==> src/rtl/load_store_unit_if.sv <==
// load_store_unit_if: request/response and data-memory bus for the load/store unit.
//   req_*   : pipeline request (valid/ready handshake, store flag, size, extend mode, addr, data)
//   resp_*  : one-cycle completion pulse with load data and error flag
//   mem_*   : single-port word-wide data memory (adr, wdata, w, r, rdata)
// Modports:
//   slave  : the load/store unit itself
//   master : the pipeline plus memory on the other side (bench / integration)
interface load_store_unit_if;
  logic        req_valid;
  logic        req_ready;
  logic        req_we;
  logic [1:0]  req_size;
  logic        req_unsigned;
  logic [31:0] req_addr;
  logic [31:0] req_wdata;
  logic        resp_valid;
  logic [31:0] resp_rdata;
  logic        resp_err;
  logic [31:0] mem_adr;
  logic [31:0] mem_wdata;
  logic        mem_w;
  logic        mem_r;
  logic [31:0] mem_rdata;

  modport slave (
    input  req_valid, req_we, req_size, req_unsigned, req_addr, req_wdata, mem_rdata,
    output req_ready, resp_valid, resp_rdata, resp_err, mem_adr, mem_wdata, mem_w, mem_r
  );

  modport master (
    output req_valid, req_we, req_size, req_unsigned, req_addr, req_wdata, mem_rdata,
    input  req_ready, resp_valid, resp_rdata, resp_err, mem_adr, mem_wdata, mem_w, mem_r
  );
endinterface

==> src/rtl/load_store_unit.sv <==
// load_store_unit: memory-stage initiator for a single-port word-wide data memory.
//   Takes one load/store at a time, performs word reads/writes, extracts and extends
//   byte/half/word loads, and does read-modify-write for byte/half stores.
// Ports:
//   clk  : rising-edge clock
//   rst  : asynchronous active-high reset
//   lsu  : load_store_unit_if.slave (request, response and memory bus)
// Parameters:
//   MEM_DEPTH    : words behind the memory port
//   MEM_ADR_WORD : 1 -> mem_adr is a word index, 0 -> mem_adr is a word-aligned byte address
// Optional feature:
//   LSU_BOUNDS_CHECK_EN : when defined, addresses >= MEM_DEPTH*4 complete with an error and no
//   memory access; otherwise the word index wraps modulo MEM_DEPTH.
module load_store_unit #(
  parameter int unsigned MEM_DEPTH    = 16,
  parameter int unsigned MEM_ADR_WORD = 1
) (
  input logic             clk,
  input logic             rst,
  load_store_unit_if.slave lsu
);

  typedef enum logic [2:0] {StIdle, StRd, StCap, StWr, StResp} state_e;

  state_e      state_q, state_d;
  logic        we_q;
  logic [1:0]  size_q;
  logic        unsigned_q;
  logic [31:0] addr_q;
  logic [31:0] wdata_q;
  logic        err_q;
  logic [31:0] word_q;
  logic [31:0] rdata_q;

  logic        req_err;
  logic        rd_en, wr_en, ready, resp_valid;
  logic [29:0] widx;
  logic [31:0] ld_data;
  logic [31:0] merged;
  logic [7:0]  lane8;
  logic [15:0] lane16;

  // Alignment / size (and optionally range) check on the incoming request.
  always_comb begin
    req_err = 1'b0;
    case (lsu.req_size)
      2'b00:   req_err = 1'b0;
      2'b01:   req_err = lsu.req_addr[0];
      2'b10:   req_err = |lsu.req_addr[1:0];
      default: req_err = 1'b1;
    endcase
`ifdef LSU_BOUNDS_CHECK_EN
    if (lsu.req_addr >= 32'(MEM_DEPTH * 4)) req_err = 1'b1;
`endif
  end

  always_comb begin
    state_d    = state_q;
    ready      = 1'b0;
    resp_valid = 1'b0;
    rd_en      = 1'b0;
    wr_en      = 1'b0;
    case (state_q)
      StIdle: begin
        ready = 1'b1;
        if (lsu.req_valid) begin
          if (req_err) begin
            state_d = StResp;
          end else if (lsu.req_we && (lsu.req_size == 2'b10)) begin
            state_d = StWr;
          end else begin
            state_d = StRd;
          end
        end
      end
      StRd: begin
        rd_en   = 1'b1;
        state_d = StCap;
      end
      StCap: begin
        // Read data is valid in this second read cycle.
        rd_en   = 1'b1;
        state_d = we_q ? StWr : StResp;
      end
      StWr: begin
        wr_en   = 1'b1;
        state_d = StResp;
      end
      StResp: begin
        resp_valid = 1'b1;
        state_d    = StIdle;
      end
      default: state_d = StIdle;
    endcase
  end

  // Word index wraps modulo the memory depth; the modulo also keeps every address bit in use.
  assign widx = addr_q[31:2] % 30'(MEM_DEPTH);

  always_comb begin
    lsu.mem_adr = 32'h0;
    if (rd_en || wr_en) begin
      if (MEM_ADR_WORD != 0) lsu.mem_adr = {2'b00, widx};
      else                   lsu.mem_adr = {widx, 2'b00};
    end
  end

  // Load extraction, little-endian lanes.
  always_comb begin
    lane8  = lsu.mem_rdata[{addr_q[1:0], 3'b000} +: 8];
    lane16 = addr_q[1] ? lsu.mem_rdata[31:16] : lsu.mem_rdata[15:0];
    case (size_q)
      2'b00:   ld_data = unsigned_q ? {24'h0, lane8} : {{24{lane8[7]}}, lane8};
      2'b01:   ld_data = unsigned_q ? {16'h0, lane16} : {{16{lane16[15]}}, lane16};
      default: ld_data = lsu.mem_rdata;
    endcase
  end

  // Sub-word store: replace the addressed lane(s) in the word captured during StCap.
  always_comb begin
    merged = word_q;
    if (size_q == 2'b00) begin
      merged[{addr_q[1:0], 3'b000} +: 8] = wdata_q[7:0];
    end else if (size_q == 2'b01) begin
      merged[{addr_q[1], 4'b0000} +: 16] = wdata_q[15:0];
    end
  end

  assign lsu.mem_wdata  = wr_en ? ((size_q == 2'b10) ? wdata_q : merged) : 32'h0;
  assign lsu.mem_r      = rd_en;
  assign lsu.mem_w      = wr_en;
  assign lsu.req_ready  = ready;
  assign lsu.resp_valid = resp_valid;
  assign lsu.resp_err   = resp_valid & err_q;
  assign lsu.resp_rdata = rdata_q;

  always_ff @(posedge clk or posedge rst) begin
    if (rst) begin
      state_q    <= StIdle;
      we_q       <= 1'b0;
      size_q     <= 2'b00;
      unsigned_q <= 1'b0;
      addr_q     <= 32'h0;
      wdata_q    <= 32'h0;
      err_q      <= 1'b0;
      word_q     <= 32'h0;
      rdata_q    <= 32'h0;
    end else begin
      state_q <= state_d;
      if (state_q == StIdle && lsu.req_valid) begin
        we_q       <= lsu.req_we;
        size_q     <= lsu.req_size;
        unsigned_q <= lsu.req_unsigned;
        addr_q     <= lsu.req_addr;
        wdata_q    <= lsu.req_wdata;
        err_q      <= req_err;
      end
      if (state_q == StCap) word_q <= lsu.mem_rdata;
      // resp_rdata only changes on entry to StResp so it holds between responses.
      if (state_d == StResp && state_q != StResp) begin
        rdata_q <= (state_q == StCap && !we_q) ? ld_data : 32'h0;
      end
    end
  end

endmodule

==> src/flat_wrapper.sv <==
// flat-port wrapper written by rule: the top's interface ports become plain ports
module load_store_unit_flat 
#(
  parameter int unsigned MEM_DEPTH    = 16,
  parameter int unsigned MEM_ADR_WORD = 1
)
  (clk, rst, lsu_req_valid, lsu_req_we, lsu_req_size, lsu_req_unsigned, lsu_req_addr, lsu_req_wdata, lsu_mem_rdata, lsu_req_ready, lsu_resp_valid, lsu_resp_rdata, lsu_resp_err, lsu_mem_adr, lsu_mem_wdata, lsu_mem_w, lsu_mem_r);
  load_store_unit_if lsu_i ();
  input logic clk;
  input logic rst;
  input wire logic [$bits(lsu_i.req_valid)-1:0] lsu_req_valid;
  input wire logic [$bits(lsu_i.req_we)-1:0] lsu_req_we;
  input wire logic [$bits(lsu_i.req_size)-1:0] lsu_req_size;
  input wire logic [$bits(lsu_i.req_unsigned)-1:0] lsu_req_unsigned;
  input wire logic [$bits(lsu_i.req_addr)-1:0] lsu_req_addr;
  input wire logic [$bits(lsu_i.req_wdata)-1:0] lsu_req_wdata;
  input wire logic [$bits(lsu_i.mem_rdata)-1:0] lsu_mem_rdata;
  output wire logic [$bits(lsu_i.req_ready)-1:0] lsu_req_ready;
  output wire logic [$bits(lsu_i.resp_valid)-1:0] lsu_resp_valid;
  output wire logic [$bits(lsu_i.resp_rdata)-1:0] lsu_resp_rdata;
  output wire logic [$bits(lsu_i.resp_err)-1:0] lsu_resp_err;
  output wire logic [$bits(lsu_i.mem_adr)-1:0] lsu_mem_adr;
  output wire logic [$bits(lsu_i.mem_wdata)-1:0] lsu_mem_wdata;
  output wire logic [$bits(lsu_i.mem_w)-1:0] lsu_mem_w;
  output wire logic [$bits(lsu_i.mem_r)-1:0] lsu_mem_r;
  assign lsu_i.req_valid = lsu_req_valid;
  assign lsu_i.req_we = lsu_req_we;
  assign lsu_i.req_size = lsu_req_size;
  assign lsu_i.req_unsigned = lsu_req_unsigned;
  assign lsu_i.req_addr = lsu_req_addr;
  assign lsu_i.req_wdata = lsu_req_wdata;
  assign lsu_i.mem_rdata = lsu_mem_rdata;
  assign lsu_req_ready = lsu_i.req_ready;
  assign lsu_resp_valid = lsu_i.resp_valid;
  assign lsu_resp_rdata = lsu_i.resp_rdata;
  assign lsu_resp_err = lsu_i.resp_err;
  assign lsu_mem_adr = lsu_i.mem_adr;
  assign lsu_mem_wdata = lsu_i.mem_wdata;
  assign lsu_mem_w = lsu_i.mem_w;
  assign lsu_mem_r = lsu_i.mem_r;
  load_store_unit #(.MEM_DEPTH(MEM_DEPTH), .MEM_ADR_WORD(MEM_ADR_WORD)) u_core (.clk(clk), .rst(rst), .lsu(lsu_i));
endmodule
==> config.mk <==
export PLATFORM = sky130hd
export DESIGN_NAME = load_store_unit_flat
export DESIGN_NICKNAME = d
export VERILOG_FILES = /design/src/rtl/load_store_unit_if.sv /design/src/rtl/load_store_unit.sv /design/src/flat_wrapper.sv
export SDC_FILE = /design/constraint.sdc
export NUM_CORES = 1
export LEC_CHECK = 0
export ABC_CLOCK_PERIOD_IN_PS = 4300
export BUFFER_PORTS_ARGS = -buffer_cell sky130_fd_sc_hd__buf_4
export CAP_MARGIN = 20
export CORE_ASPECT_RATIO = 0.75
export CORE_MARGIN = 3
export CORE_UTILIZATION = 25
export CTS_CLUSTER_SIZE = 16
export DETAILED_ROUTE_END_ITERATION = 12
export PLACE_DENSITY = 0.53
export SYNTH_ARGS = -nofsm -noshare
export SYNTH_HDL_FRONTEND = slang
export SYNTH_SLANG_ARGS = --single-unit
==> constraint.sdc <==
create_clock -name clk -period 4.3 [get_ports clk]
set_input_delay 1.075 -clock clk [delete_from_list [all_inputs] [get_ports clk]]
set_output_delay 1.075 -clock clk [all_outputs]
set_load 0.005 [all_outputs]
; ---- Word-level counts from Yosys, hierarchy flattened
; Index checks and enable logic that the tools add are counted.
[word_totals]
wordCells = 60
output_inout_bits = 101
regBits = 110
inputBits = 103
[classes]
eq_ne = 10
muxes = 22
shifts = 5
bitwise = 1
add_sub_neg = 2
n_reduce_logical = 11
[op_table]
columns = cell, count
row1 = 2-to-1 mux 32 bit, 7
row2 = bitwise mux 32 bit, 2
row3 = case mux 32 bit (2 select lines), 1
row4 = variable shift 16 x 7 -> 32 bit (first input constant), 1
row5 = variable shift 8 x 7 -> 32 bit (first input constant), 1
row6 = variable part select 16 x 7 -> 32 bit, 1
row7 = variable part select 32 x 6 -> 8 bit, 1
row8 = variable part select 8 x 7 -> 32 bit, 1
row9 = 2-to-1 mux 16 bit, 1
row10 = negator 5 -> 7 bit, 2
row11 = case mux 3 bit (4 select lines), 1
row12 = 2-to-1 mux 3 bit, 3
row13 = equality test 3 x 2 -> 1 bit (second input constant), 2
row14 = equality test 3 bit (second input constant), 2
row15 = equality test 2 x 1 -> 1 bit (second input constant), 2
row16 = equality test 2 bit (second input constant), 2
row17 = logical AND 1 bit, 4
row18 = logical NOT 2 bit, 2
row19 = 2-to-1 mux 1 bit, 4
row20 = 2-to-1 mux 4 bit, 1
row21 = OR reduction 2 bit, 2
row22 = equality test 3 x 1 -> 1 bit (second input constant), 1
row23 = logical NOT 3 bit, 1
row24 = inequality test 3 bit (second input constant), 1
row25 = other kinds (5), 5

; ---- Longest topological paths before layout
[depth]
word_depth = 8
ltp_mapped = 9
ltp_nobuf = 6

; ---- Worst setup path after synthesis
; No wires, ideal clock.
[synth_timing]
path_type = register to output
startpoint = reg u_core.addr_q[1]
endpoint = out lsu_mem_wdata[10]
path_buffers = 2
slack_ns = 0.655
t_arrival_ns = 2.570
path_stages_with_launch = 9
cell_sequence = dfrtp_1 buf_2 inv_1 clkbuf_1 ha_1 clkinv_1 nor4b_1 a221oi_1 a211oi_1
[synth_between]
elab_chain_len = 7
[synth_lines]
columns = item, line_no
row1 = start: declaration, load_store_unit.sv:29  ; logic [31:0] addr_q;
row2 = start signal: assignment, load_store_unit.sv:154  ; addr_q <= lsu.req_addr;
row3 = negator 5 -> 7 bit, load_store_unit.sv:125  ; merged[{addr_q[1], 4'b0000} +: 16] = wdata_q[15:0];
row4 = variable part select 16 x 7 -> 32 bit / variable shift 16 x 7 -> 32 bit (equally long branches), load_store_unit.sv:125
row5 = bitwise mux 32 bit, load_store_unit.sv:125
row6 = 2-to-1 mux 32 bit, load_store_unit.sv:124  ; end else if (size_q == 2'b01) begin
row7 = 2-to-1 mux 32 bit (*), load_store_unit.sv:122  ; if (size_q == 2'b00) begin
row8 = 2-to-1 mux 32 bit (*) (2 in series), load_store_unit.sv:129  ; assign lsu.mem_wdata = wr_en ? ((size_q == 2'b10) ? wdata_q : merged) : 32'h0;
row9 = end: declaration, flat_wrapper.sv:23  ; output wire logic [$bits(lsu_i.mem_wdata)-1:0] lsu_mem_wdata;
; Mark *: on every way between the ends. The rest lies on a longest branch, timed or not.

; ---- Worst setup path in the final report
[layout_timing]
startpoint = reg u_core.addr_q[1]
endpoint = out lsu_mem_wdata[9]
; Same word-level chain as after synthesis.

==> results.py <==
metrics = {
    "status": {
        "status": "finished, final reports clean",
    },
    "floorplanning": {
        "fp-row-count": 49,
        "die-width_um": 187,
        "die_h_um": 142,
        "pin_count": 204,
        "dieArea_um2": 26600,
        "core_area_um2": 24100,
        "initial_core_util_pct": 25.6,
    },
    "setup_path": {
        "worstSetupPathType": "reg -> out",
        "required_ns": 3.22,
        "worstPathMaxFanout": 11,
        "end_kind": "output pin",
        "critPathMaxStageDelay_ns": 0.39,
        "startpoint_type": "flop",
        "reg2regPathDepth": 6,
        "timing.rr.end": "u_core.lsu.resp_rdata[19]",
        "path_common_cell": "buf_4",
        "crit_slowest_cell": "dfrtp_1",
        "path_cells": "buf_4 -> inv_1 -> ha_1 -> clkinv_1 -> nor4b_1 -> buf_4 -> a221oi_1 -> a211oi_1 -> buf_4",
        "arrival_ns": 3.01,
        "rrSetupSlack_ns": 1.60,
        "timing.rr.start": "u_core.state_q[1]",
    },
    "cells_and_area": {
        "antenna_cells": 0,
        "final_nets": 847,
        "drive_above_1_share_pct": 36.6,
        "utilization_pct": 32.7,
        "syn_to_final_growth_pct": 27.8,
    },
    "hold_path": {
        "hold_path_end": "u_core.err_q",
        "hold_depth": 1,
        "hp-start": "u_core.err_q",
        "hp-class": "reg -> reg",
    },
    "logic_synthesis": {
        "synthTopCellsByArea": "dfrtp_1 45%, mux2_2 10%, nand2_1 4.2%, a221o_1 3.9%, o2bb2ai_1 3.7%",
        "syn_area_per_cell_um2": 10.2,
        "netlist_top_cells_count": "110 x dfrtp_1, 69 x nand2_1, 56 x mux2_2, 42 x o21ai_0, 36 x clkbuf_1",
        "yosys_register_bits": 110,
        "ys_warn_count": 0,
        "synth.cell_area_um2": 6170,
        "synth.distinct_cells": 51,
        "synth-main-ff-cell": "dfrtp_1",
        "synthArstFlopShare_pct": 100,
        "synthCells": 602,
        "yosysSeqAreaShare_pct": 44.6,
        "synth_top_area_share_pct": 44.6,
        "netlist.top_cell.by_area": "dfrtp_1",
        "synth.most_common_cell": "dfrtp_1",
        "synth_edf_count": 0,
    },
    "timing": {
        "finalCriticalPeriod_ns": 4.09,
        "worst_slew_pin_slew_ns": 1.00,
        "relSlewSlack_pct": 32.5,
        "min_period_over_period_pct": 95.1,
        "skew_ns": 0.0138,
        "drv_slew": 0,
        "grt_setup_unrepaired": "no",
        "hold_viol_final": 0,
        "setup-tns-final_ns": 0,
        "setup_viol": 0,
        "fmax_mhz": 245,
    },
    "grt": {
        "grt_pass1_wl_um": 32100,
        "grt_max_degree": 52,
        "antenna_found_initial": 0,
        "grt_pass1_vias": 5281,
        "grt_overflow": 0,
        "track_usage_pct": 15.8,
    },
    "detailed_routing": {
        "dr.first_iter.drc_count": 424,
        "final_antenna_net_count": 0,
        "first_pass_iters": 5,
        "vias_per_cell": 4.90,
        "drc": 0,
        "vias": 5267,
        "routed_wl_um": 21300,
        "wl_per_cell_um": 19.8,
    },
    "clock_network": {
        "hold_buffers": 0,
        "htree_levels": 3,
        "clkTransAtPathRegs_ns": 0.08,
        "cts_sinks": 110,
        "worstSkewPairLatency_ns": 0.37,
        "postCtsResizedCells": 0,
        "cts_made_buffers": 9,
        "cts_tree": "done",
        "post_cts_buffers": 0,
        "cts_buffer_depth": 2,
        "root_buffer": "clkbuf_16",
    },
    "power": {
        "p_seq_share_pct": 36.4,
        "internal-power_mw": 3.24,
        "peakVddDrop_mv": 0.286,
        "net-switching-power_mw": 2.28,
        "pwr-share-clk_pct": 15.0,
        "combPwrFrac_pct": 48.5,
        "power.leakage_nw": 3.56,
        "p_per_area_nw_per_um2": 699,
        "p_sw_share_pct": 41.3,
    },
    "placed_design": {
        "place_hpwl_um": 16000,
        "gp_congestion": 0.866,
        "port_buffers": 149,
    },
    "job": {
        "maxCapViolations": 0,
    },
}
-- per-stage QoR --
stage	hold WS [ns]	area [um^2]	std cells	power (mW)	setup slack, ns
2_1_floorplan	0.442	6270	629	3.70	0.323
3_3_place_gp	0.464	7580	1059	4.66	0.615
3_5_place_dp	0.464	7580	1059	4.70	0.572
4_1_cts	0.488	7870	1075	5.56	0.155
5_1_grt	0.499	7890	1075	5.93	0.0129
6_report	0.485	7890	1075	5.52	0.213
-- worst max path at each step --
stage,from,to,slack (ns),cells past startpoint
finish,u_core.addr_q[1],lsu_mem_wdata[9],0.21,9
detailed placement,u_core.addr_q[1],lsu_mem_wdata[8],0.57,9
global placement,u_core.addr_q[1],lsu_mem_wdata[14],0.61,9
CTS,u_core.addr_q[1],lsu_mem_wdata[14],0.15,9
global route,u_core.addr_q[1],lsu_mem_wdata[9],0.01,9
floorplan,rst,u_core.addr_q[0],0.32,1
-- layout by cell type (no fill, tap or decap), types with 3 or more instances in the layout --
master / instances
buf_4: 173
dfrtp_1: 110
nand2_1: 69
mux2_2: 56
o21ai_0: 42
conb_1: 28
o2bb2ai_1: 26
a221o_1: 24
inv_1: 22
a21oi_1: 21
a221oi_1: 21
nor2_1: 17
or2_2: 12
a22oi_1: 11
nor3_1: 9
clkbuf_16: 9
mux4_2: 8
o22ai_1: 8
a22o_1: 7
and3_1: 5
and2_1: 5
ha_1: 5
nor2b_1: 4
nor4_1: 4
a211oi_1: 4
nand2b_1: 3
a21o_1: 3
-- kinds of logic after synthesis --
group,synth area share [%]
flops,44.6
compound gates,21.0
buf+inv,8.13
other cells,0.0608
xor+xnor,0.142
mux,13.3
simple gates,11.7
fa+ha+maj,1.01
-- layout make-up --
class / instances / area [um^2]
fillers: 2520 / 16200
multi-input cells: 420 / 3040
repair buffers: 173 / 1300
well taps: 331 / 414
inverters: 25 / 96.3
clock inverters: 7 / 62.6
flip-flops and latches: 110 / 2750
clock buffers: 9 / 225
-- state kept, by name, summed over array words and instances (netlist names) --
signal,count
u_core.lsu.resp_rdata,32
u_core.wdata_q,32
u_core.word_q,32
u_core.addr_q,6
u_core.state_q,3
u_core.size_q,2
u_core.err_q,1
u_core.unsigned_q,1
u_core.we_q,1
-- power by group through the flow --
stage	sequential (mW)	combinational (mW)	clock, mW
6_report	2.01	2.68	0.830
5_1_grt	2.07	2.95	0.905
4_1_cts	2.01	2.69	0.861
3_5_place_dp	2.02	2.68	0
3_3_place_gp	2.02	2.65	0
2_1_floorplan	1.82	1.88	0
-- worst max-delay path, delay by kind of cell (launching register included) --
kind                     cells  cell delay, ns
buffers and inverters        5            1.18
AO/OA/AOI/OAI                2            0.45
flip-flops                   1            0.39
AND/OR/NAND/NOR              1            0.39
adder cells (fa/ha/maj)      1            0.22
-- metal layers --
metal,routed length [um],vias to the layer above,global-route usage (%)
met5,0,-,0
met4,248,0,3.28
met1,10100,2630,22.7
li1,-,2442,-
met3,1400,16,4.36
met2,9590,179,23.8
Power figures use the tool's default switching activity.
